[src/rtl/imem_pkg.sv]
// rtl/imem_pkg.sv - shared states, sizes and header check for the instruction-memory loader
package imem_pkg;

  localparam int DEFAULT_DEPTH = 512;
  localparam int LEN_BYTES     = 2;
  localparam int WORD_BYTES    = 4;

  typedef enum logic [2:0] {
    S_IDLE,
    S_LEN,
    S_DATA,
    S_WRITE,
    S_CSUM,
    S_DONE,
    S_ERR
  } state_e;

  // A header is usable only if it names at least one word and fits the memory.
  function automatic logic len_ok(input logic [15:0] n, input int depth);
    return (n != 16'd0) && (int'(n) <= depth);
  endfunction

endpackage

[src/rtl/imem_loader_if.sv]
// rtl/imem_loader_if.sv - byte stream in, memory write port and status out
interface imem_loader_if;

  logic        start;
  logic        byte_valid;
  logic [7:0]  byte_data;
  logic        byte_ready;
  logic        we;
  logic [31:0] wa;
  logic [31:0] wd;
  logic        busy;
  logic        core_en;
  logic        err;

  modport master (
    output start, byte_valid, byte_data,
    input  byte_ready, we, wa, wd, busy, core_en, err
  );

  modport slave (
    input  start, byte_valid, byte_data,
    output byte_ready, we, wa, wd, busy, core_en, err
  );

endinterface

[src/rtl/imem_loader_byte_packer.sv]
// rtl/imem_loader_byte_packer.sv - little-endian byte-to-word assembly
module byte_packer
  import imem_pkg::*;
(
  input  logic                    clk_i,
  input  logic                    rst_i,
  input  logic                    clear_i,
  input  logic                    accept_i,
  input  logic [7:0]              byte_i,
  output logic [8*WORD_BYTES-1:0] word_o,
  output logic [1:0]              byte_idx_o,
  output logic                    full_o
);

  localparam int IW = $clog2(WORD_BYTES);

  logic [8*WORD_BYTES-1:0] word_q, word_d;
  logic [IW-1:0]           idx_q, idx_d;
  logic                    full_q, full_d;

  always_comb begin
    word_d = word_q;
    idx_d  = idx_q;
    full_d = full_q;
    if (clear_i) begin
      word_d = '0;
      idx_d  = '0;
      full_d = 1'b0;
    end else if (accept_i) begin
      word_d[8*idx_q +: 8] = byte_i;
      idx_d  = idx_q + 1'b1;
      // full stays up until the next byte starts a new word
      full_d = (idx_q == IW'(WORD_BYTES - 1));
    end
  end

  always_ff @(posedge clk_i) begin
    if (rst_i) begin
      word_q <= '0;
      idx_q  <= '0;
      full_q <= 1'b0;
    end else begin
      word_q <= word_d;
      idx_q  <= idx_d;
      full_q <= full_d;
    end
  end

  assign word_o     = word_q;
  assign byte_idx_o = idx_q;
  assign full_o     = full_q;

endmodule

[src/rtl/imem_loader.sv]
// rtl/imem_loader.sv - loads a length-prefixed, XOR-checksummed image into instruction memory
module imem_loader
  import imem_pkg::*;
#(
  parameter int DEPTH = DEFAULT_DEPTH
) (
  input  logic         clk,
  input  logic         rst,
  imem_loader_if.slave bus
);

  state_e      state_q, state_d;
  logic [15:0] len_q, len_d;
  logic [0:0]  len_cnt_q, len_cnt_d;
  logic [15:0] idx_q, idx_d;
  logic [7:0]  csum_q, csum_d;

  logic        ready;
  logic        accept;
  logic        start_ok;
  logic [31:0] pk_word;
  logic [1:0]  pk_idx;
  logic        pk_full;

  assign ready    = (state_q == S_LEN) || (state_q == S_DATA) || (state_q == S_CSUM);
  assign accept   = ready && bus.byte_valid;
  assign start_ok = bus.start &&
                    ((state_q == S_IDLE) || (state_q == S_DONE) || (state_q == S_ERR));

  byte_packer u_packer (
    .clk_i      (clk),
    .rst_i      (rst),
    .clear_i    (start_ok),
    .accept_i   (accept && (state_q == S_DATA)),
    .byte_i     (bus.byte_data),
    .word_o     (pk_word),
    .byte_idx_o (pk_idx),
    .full_o     (pk_full)
  );

  always_ff @(posedge clk) begin
    if (rst) state_q <= S_IDLE;
    else     state_q <= state_d;
  end

  always_comb begin
    len_d     = len_q;
    len_cnt_d = len_cnt_q;
    idx_d     = idx_q;
    csum_d    = csum_q;
    if (start_ok) begin
      len_d     = '0;
      len_cnt_d = '0;
      idx_d     = '0;
      csum_d    = '0;
    end else begin
      if ((state_q == S_LEN) && accept) begin
        len_d[8*len_cnt_q +: 8] = bus.byte_data;
        len_cnt_d               = len_cnt_q + 1'b1;
      end
      if ((state_q == S_DATA) && accept) csum_d = csum_q ^ bus.byte_data;
      if (state_q == S_WRITE)            idx_d  = idx_q + 16'd1;
    end
  end

  always_ff @(posedge clk) begin
    if (rst) begin
      len_q     <= '0;
      len_cnt_q <= '0;
      idx_q     <= '0;
      csum_q    <= '0;
    end else begin
      len_q     <= len_d;
      len_cnt_q <= len_cnt_d;
      idx_q     <= idx_d;
      csum_q    <= csum_d;
    end
  end

  // len_d already holds the complete count in the cycle the last length byte arrives
  always_comb begin
    state_d = state_q;
    case (state_q)
      S_IDLE, S_DONE, S_ERR: if (bus.start) state_d = S_LEN;
      S_LEN: if (accept && (len_cnt_q == 1'(LEN_BYTES - 1)))
               state_d = len_ok(len_d, DEPTH) ? S_DATA : S_ERR;
      S_DATA: if (accept && (pk_idx == 2'(WORD_BYTES - 1))) state_d = S_WRITE;
      S_WRITE: state_d = ((idx_q + 16'd1) == len_q) ? S_CSUM : S_DATA;
      S_CSUM: if (accept) state_d = (bus.byte_data == csum_q) ? S_DONE : S_ERR;
      default: state_d = S_IDLE;
    endcase
  end

  always_comb begin
    bus.byte_ready = ready;
    bus.busy       = (state_q == S_LEN) || (state_q == S_DATA) ||
                     (state_q == S_WRITE) || (state_q == S_CSUM);
    bus.core_en    = (state_q == S_DONE);
    bus.err        = (state_q == S_ERR);
    bus.we         = 1'b0;
    bus.wa         = '0;
    bus.wd         = '0;
    if ((state_q == S_WRITE) && pk_full) begin
      bus.we = 1'b1;
      bus.wa = {14'd0, idx_q, 2'b00};
      bus.wd = pk_word;
    end
  end

endmodule

[src/flat_wrapper.sv]
// flat-port wrapper written by rule: the top's interface ports become plain ports
module imem_loader_flat import imem_pkg::*;
#(
  parameter int DEPTH = DEFAULT_DEPTH
)
  (clk, rst, bus_start, bus_byte_valid, bus_byte_data, bus_byte_ready, bus_we, bus_wa, bus_wd, bus_busy, bus_core_en, bus_err);
  imem_loader_if bus_i ();
  input  logic clk;
  input  logic rst;
  input wire logic [$bits(bus_i.start)-1:0] bus_start;
  input wire logic [$bits(bus_i.byte_valid)-1:0] bus_byte_valid;
  input wire logic [$bits(bus_i.byte_data)-1:0] bus_byte_data;
  output wire logic [$bits(bus_i.byte_ready)-1:0] bus_byte_ready;
  output wire logic [$bits(bus_i.we)-1:0] bus_we;
  output wire logic [$bits(bus_i.wa)-1:0] bus_wa;
  output wire logic [$bits(bus_i.wd)-1:0] bus_wd;
  output wire logic [$bits(bus_i.busy)-1:0] bus_busy;
  output wire logic [$bits(bus_i.core_en)-1:0] bus_core_en;
  output wire logic [$bits(bus_i.err)-1:0] bus_err;
  assign bus_i.start = bus_start;
  assign bus_i.byte_valid = bus_byte_valid;
  assign bus_i.byte_data = bus_byte_data;
  assign bus_byte_ready = bus_i.byte_ready;
  assign bus_we = bus_i.we;
  assign bus_wa = bus_i.wa;
  assign bus_wd = bus_i.wd;
  assign bus_busy = bus_i.busy;
  assign bus_core_en = bus_i.core_en;
  assign bus_err = bus_i.err;
  imem_loader #(.DEPTH(DEPTH)) u_core (.clk(clk), .rst(rst), .bus(bus_i));
endmodule
[config.mk]
export PLATFORM = sky130hd
export DESIGN_NAME = imem_loader_flat
export DESIGN_NICKNAME = d
export VERILOG_FILES = /design/src/rtl/imem_pkg.sv /design/src/rtl/imem_loader_if.sv /design/src/rtl/imem_loader_byte_packer.sv /design/src/rtl/imem_loader.sv /design/src/flat_wrapper.sv
export SDC_FILE = /design/constraint.sdc
export NUM_CORES = 1
export LEC_CHECK = 0
export ABC_CLOCK_PERIOD_IN_PS = 1900
export BUFFER_PORTS_ARGS = -buffer_cell sky130_fd_sc_hd__buf_4
export CORE_ASPECT_RATIO = 1.75
export CORE_MARGIN = 2
export CORE_UTILIZATION = 52
export CTS_BUF_LIST = sky130_fd_sc_hd__clkbuf_4
export DETAILED_ROUTE_END_ITERATION = 7
export MAX_ROUTING_LAYER = met4
export PLACE_DENSITY_LB_ADDON = 0.1
export SETUP_SLACK_MARGIN = 0.02
export SYNTH_ARGS = -nofsm -noshare
export SYNTH_HDL_FRONTEND = slang
export SYNTH_HIERARCHICAL = 1
export SYNTH_SLANG_ARGS = --single-unit
[constraint.sdc]
create_clock -name clk -period 1.9 [get_ports clk]
set_input_delay 0.38 -clock clk [delete_from_list [all_inputs] [get_ports clk]]
set_output_delay 0.38 -clock clk [all_outputs]
set_load 0.1 [all_outputs]
==> results by group <==
Run status
  • Status: complete, but fails checks
  • Failing checks: setup timing

Logic synthesis
  • Count of cell types in the netlist: 66
  • Yosys reg bits: 79
  • Post-synth top flop: dfxtp_1
  • Synth top area share: 35.5%
  • Number of enable flip-flop cells after synthesis: 0
  • Post-synthesis sequential area ratio: between 30 and 40%
  • Top cells by area, synth: dfxtp_1 (35%), and2_1 (7.3%), xor2_1 (6.3%)
  • Post-Syn Instances: 523
  • Asr flop ratio synth: 0%
  • Leading area contributor after synthesis: dfxtp_1
  • Mapped Avg Cell Area: between 8 and 9 µm²
  • Syn. warnings: 6
  • Cell area after synthesis: 4460 µm²

Worst setup path
  • CP Cell Sequence: and2_4, and3_4, clkbuf_16, and2_4, buf_12
  • Crit Reg-Reg Endpoint: u_core/u_packer/word_o[17]
  • Worst path max stage delay: 0.37 ns
  • Max stage delay cell, worst path: dfxtp_2
  • Crit. End Element: output pin
  • CP required: 1.52 ns
  • R2r setup slk: -0.04 ns
  • Critical setup path kind: flip-flop to output pin
  • CP startpoint: u_core/state_q[1]
  • Most frequent cell on the critical path: and2_4
  • WP depth: 5
  • Worst Reg2Reg Path Length in Cells: 9
  • Setup crit end: bus_wd[28]
  • Maximum fanout along the worst path: 8
  • Buffers & Inverters on Critical Path: 2
  • CP startpoint kind: flip-flop
  • Critical path's top delay family: simple AND/OR/NAND/NOR gates
  • RR Startpoint: u_core/state_q[1]
  • Worst Path Arrival: 1.74 ns

Placement
  • I/O Buffers: 64
  • Dpl cells: a little over 700
  • Final HPWL DP: 8600 µm
  • RD Place Congestion: between 0.8 and 0.9

Pwr
  • Power share of the sequential group: 39.2%
  • Worst VDD drop: about 550 µV
  • Int Pwr: about 2800 µW
  • Leakage power figure: 0.00254 µW
  • Clock share of power: 25.6%
  • P_sw: 1640 µW
  • Sw Share: 36.8%
  • Comb pwr share: 35.2%
  • PwrDens: 689 nW/µm²

Layout
  • Layout Nets: 642
  • Fraction of layout instances using a drive strength above 1: about 37%
  • Fillers: 585
  • Commonest non-fill, non-tap cell in the layout: dfxtp_1
  • Register Area: approximately 1600 µm²
  • Area occupied by multi-input gates: 2870 µm²
  • Commonest non-fill, non-tap cells in the layout: dfxtp_1 (71), nor2_1 (64), buf_4 (63)
  • Syn-to-layout area delta: 45.2%
  • Post-Layout Cell Count: 744
  • Core Util, Final: 77.9%

Clock network
  • CTS tree: built
  • Clk_lat worst skew: 0.44 ns
  • CTS Root Cell: clkbuf_4
  • CTS Sinks: 79
  • Clock buffer count from CTS: 9
  • Maximum root-to-sink buffer count: 2
  • CTS clk-pin slew, worst paths: ~0.13 ns
  • Depth of the CTS H-tree: 3

Detailed routing
  • Starting DRT DRC Count: about 160
  • DRC: 0
  • Antenna viol nets, final: 0
  • Post-Route WL: 12900 µm
  • Avg Vias per Cell: 5.54
  • Vias: 4125
  • Routed wire per std cell: 17.4 µm
  • DR pass1 iterations: 5

Min path
  • Hold Path Depth: 2
  • Worst Hold Class: primary input to flip-flop

STA
  • Max-slew violation count: 0
  • RSZ-0062 raised after global routing: true
  • PnR worst setup slack: -0.218 ns
  • Worst Skew: 0.0172 ns
  • # setup viols final: between 50 and 60
  • Slew margin rel.: 65.2%
  • Tmin final: 2.12 ns
  • Worst-margin pin slew: between 0.5 and 0.6 ns
  • Setup TNS Final: -10.05 ns
  • Highest clock rate: 472 MHz
  • Period utilisation layout: 111%
  • Endpoints failing hold: 0

Global route
  • Grt total ovfl: 0
  • Global-route wire length before repair: 20200 µm
  • Initial antenna violation count: 1
  • Vias in the first global route: ~4200
  • Maximum number of pins on one net before global-route repair: 29
  • Gr usage total: about 29%

Floorplanning
  • Width of the die: ~74 µm
  • Initial Utilization: 53.6%
  • Std cell rows: 44
  • Die Y: 127 µm
  • # IOs: 81
  • Core area: 8310 µm²
  • Die Area: 9360 µm²

Job
  • Max Cap Viol: 0
==> how the worst min path moves through the flow <==
| stage | from | endpoint |
|---|---|---|
| after floorplan | u_core/u_packer/word_o[31] | u_core/u_packer/word_o[31] |
| after global placement | u_core/u_packer/word_o[6] | u_core/u_packer/word_o[6] |
| after detailed placement | u_core/u_packer/word_o[4] | u_core/u_packer/word_o[4] |
| after CTS | rst | u_core/state_q[0] |
| after global routing | rst | u_core/state_q[0] |
| final | rst | u_core/state_q[0] |
==> kinds of logic after synthesis <==
kind of cell	after synthesis	share of synthesized area, %
buf+inv	57	7.44
simple gates	237	28.8
mux	18	4.04
flops	79	35.5
other cells	1	0.0841
fa+ha+maj	8	2.19
xor+xnor	52	10.2
compound gates	71	11.8
==> through the flow <==
step / area (µm²) / worst slack (ns) / total power (µW) / hold WS, ns
3_3_place_gp: 5430 / 0.0136 / 3100 / 0.439
6_report: 6480 / -0.218 / 4460 / 0.166
4_1_cts: 6360 / -0.242 / 4430 / 0.128
5_1_grt: 6480 / -0.269 / 4650 / 0.148
2_1_floorplan: 4770 / -0.216 / 2850 / 0.425
3_5_place_dp: 5430 / -0.0108 / 3120 / 0.444
==> power by group through the flow <==
stage	Combinational, µW	Clock [µW]	Sequential (µW)
final	1570	1140	1750
after global routing	1650	1240	1760
after CTS	1520	1170	1750
after detailed placement	1340	0	1780
after global placement	1330	0	1780
after floorplan	1070	0	1780
==> metal layers <==
layer	up-vias	GRT usage [%]	routed length (µm)
li1	1968	-	-
met4	0	16.3	689
met2	121	51.4	7240
met1	1989	28.9	4630
met5	-	-	0
met3	47	3.65	367
==> cell usage after synthesis (2+ instances only) <==
cell type	instances
xor2_1	32
ha_1	7
nand4_1	18
nand2_1	38
buf_6	4
nor3_1	9
buf_2	12
a31oi_1	3
nor2b_1	9
o21ai_0	5
inv_1	6
xnor2_1	20
nor2_1	66
a21oi_1	19
nand3b_1	2
nor3b_1	2
nand3_1	8
a211o_1	2
buf_4	18
a211oi_1	4
nand3_2	3
or3_1	3
and3b_1	2
a32oi_1	7
nand4bb_1	2
nor2_2	2
o21ai_1	2
o211a_1	2
mux2i_1	18
and2_1	52
clkbuf_1	14
nor4_1	5
a32o_1	14
dfxtp_1	79
nor4_2	3
==> layout make-up <==
class	count	share of cell area, %
multi-input cells	402	44.4
repair buffers	124	25.8
flip-flops and latches	79	24.6
well taps	115	2.22
clock inverters	6	1.31
clock buffers	10	1.16
inverters	7	0.483
diodes	1	0.0386
==> flip-flops by register name, summed over array words and instances, names as in the netlist <==
name,count
u_core/len_q,16
u_core/u_packer/full_o,1
u_core/u_packer/byte_idx_o,2
u_core/len_cnt_q,1
u_core/state_q,3
u_core/idx_q,16
u_core/csum_q,8
u_core/u_packer/word_o,32
==> what timing repair did <==
item	CTS	global route
hold buffers	0	0
endpoints found under the setup margin	53	88
pin swaps	5	20
buffers inserted	5	1
gates resized for setup	178	21
gates cloned	1	1
Note: power is estimated with default switching activity, not from simulation.
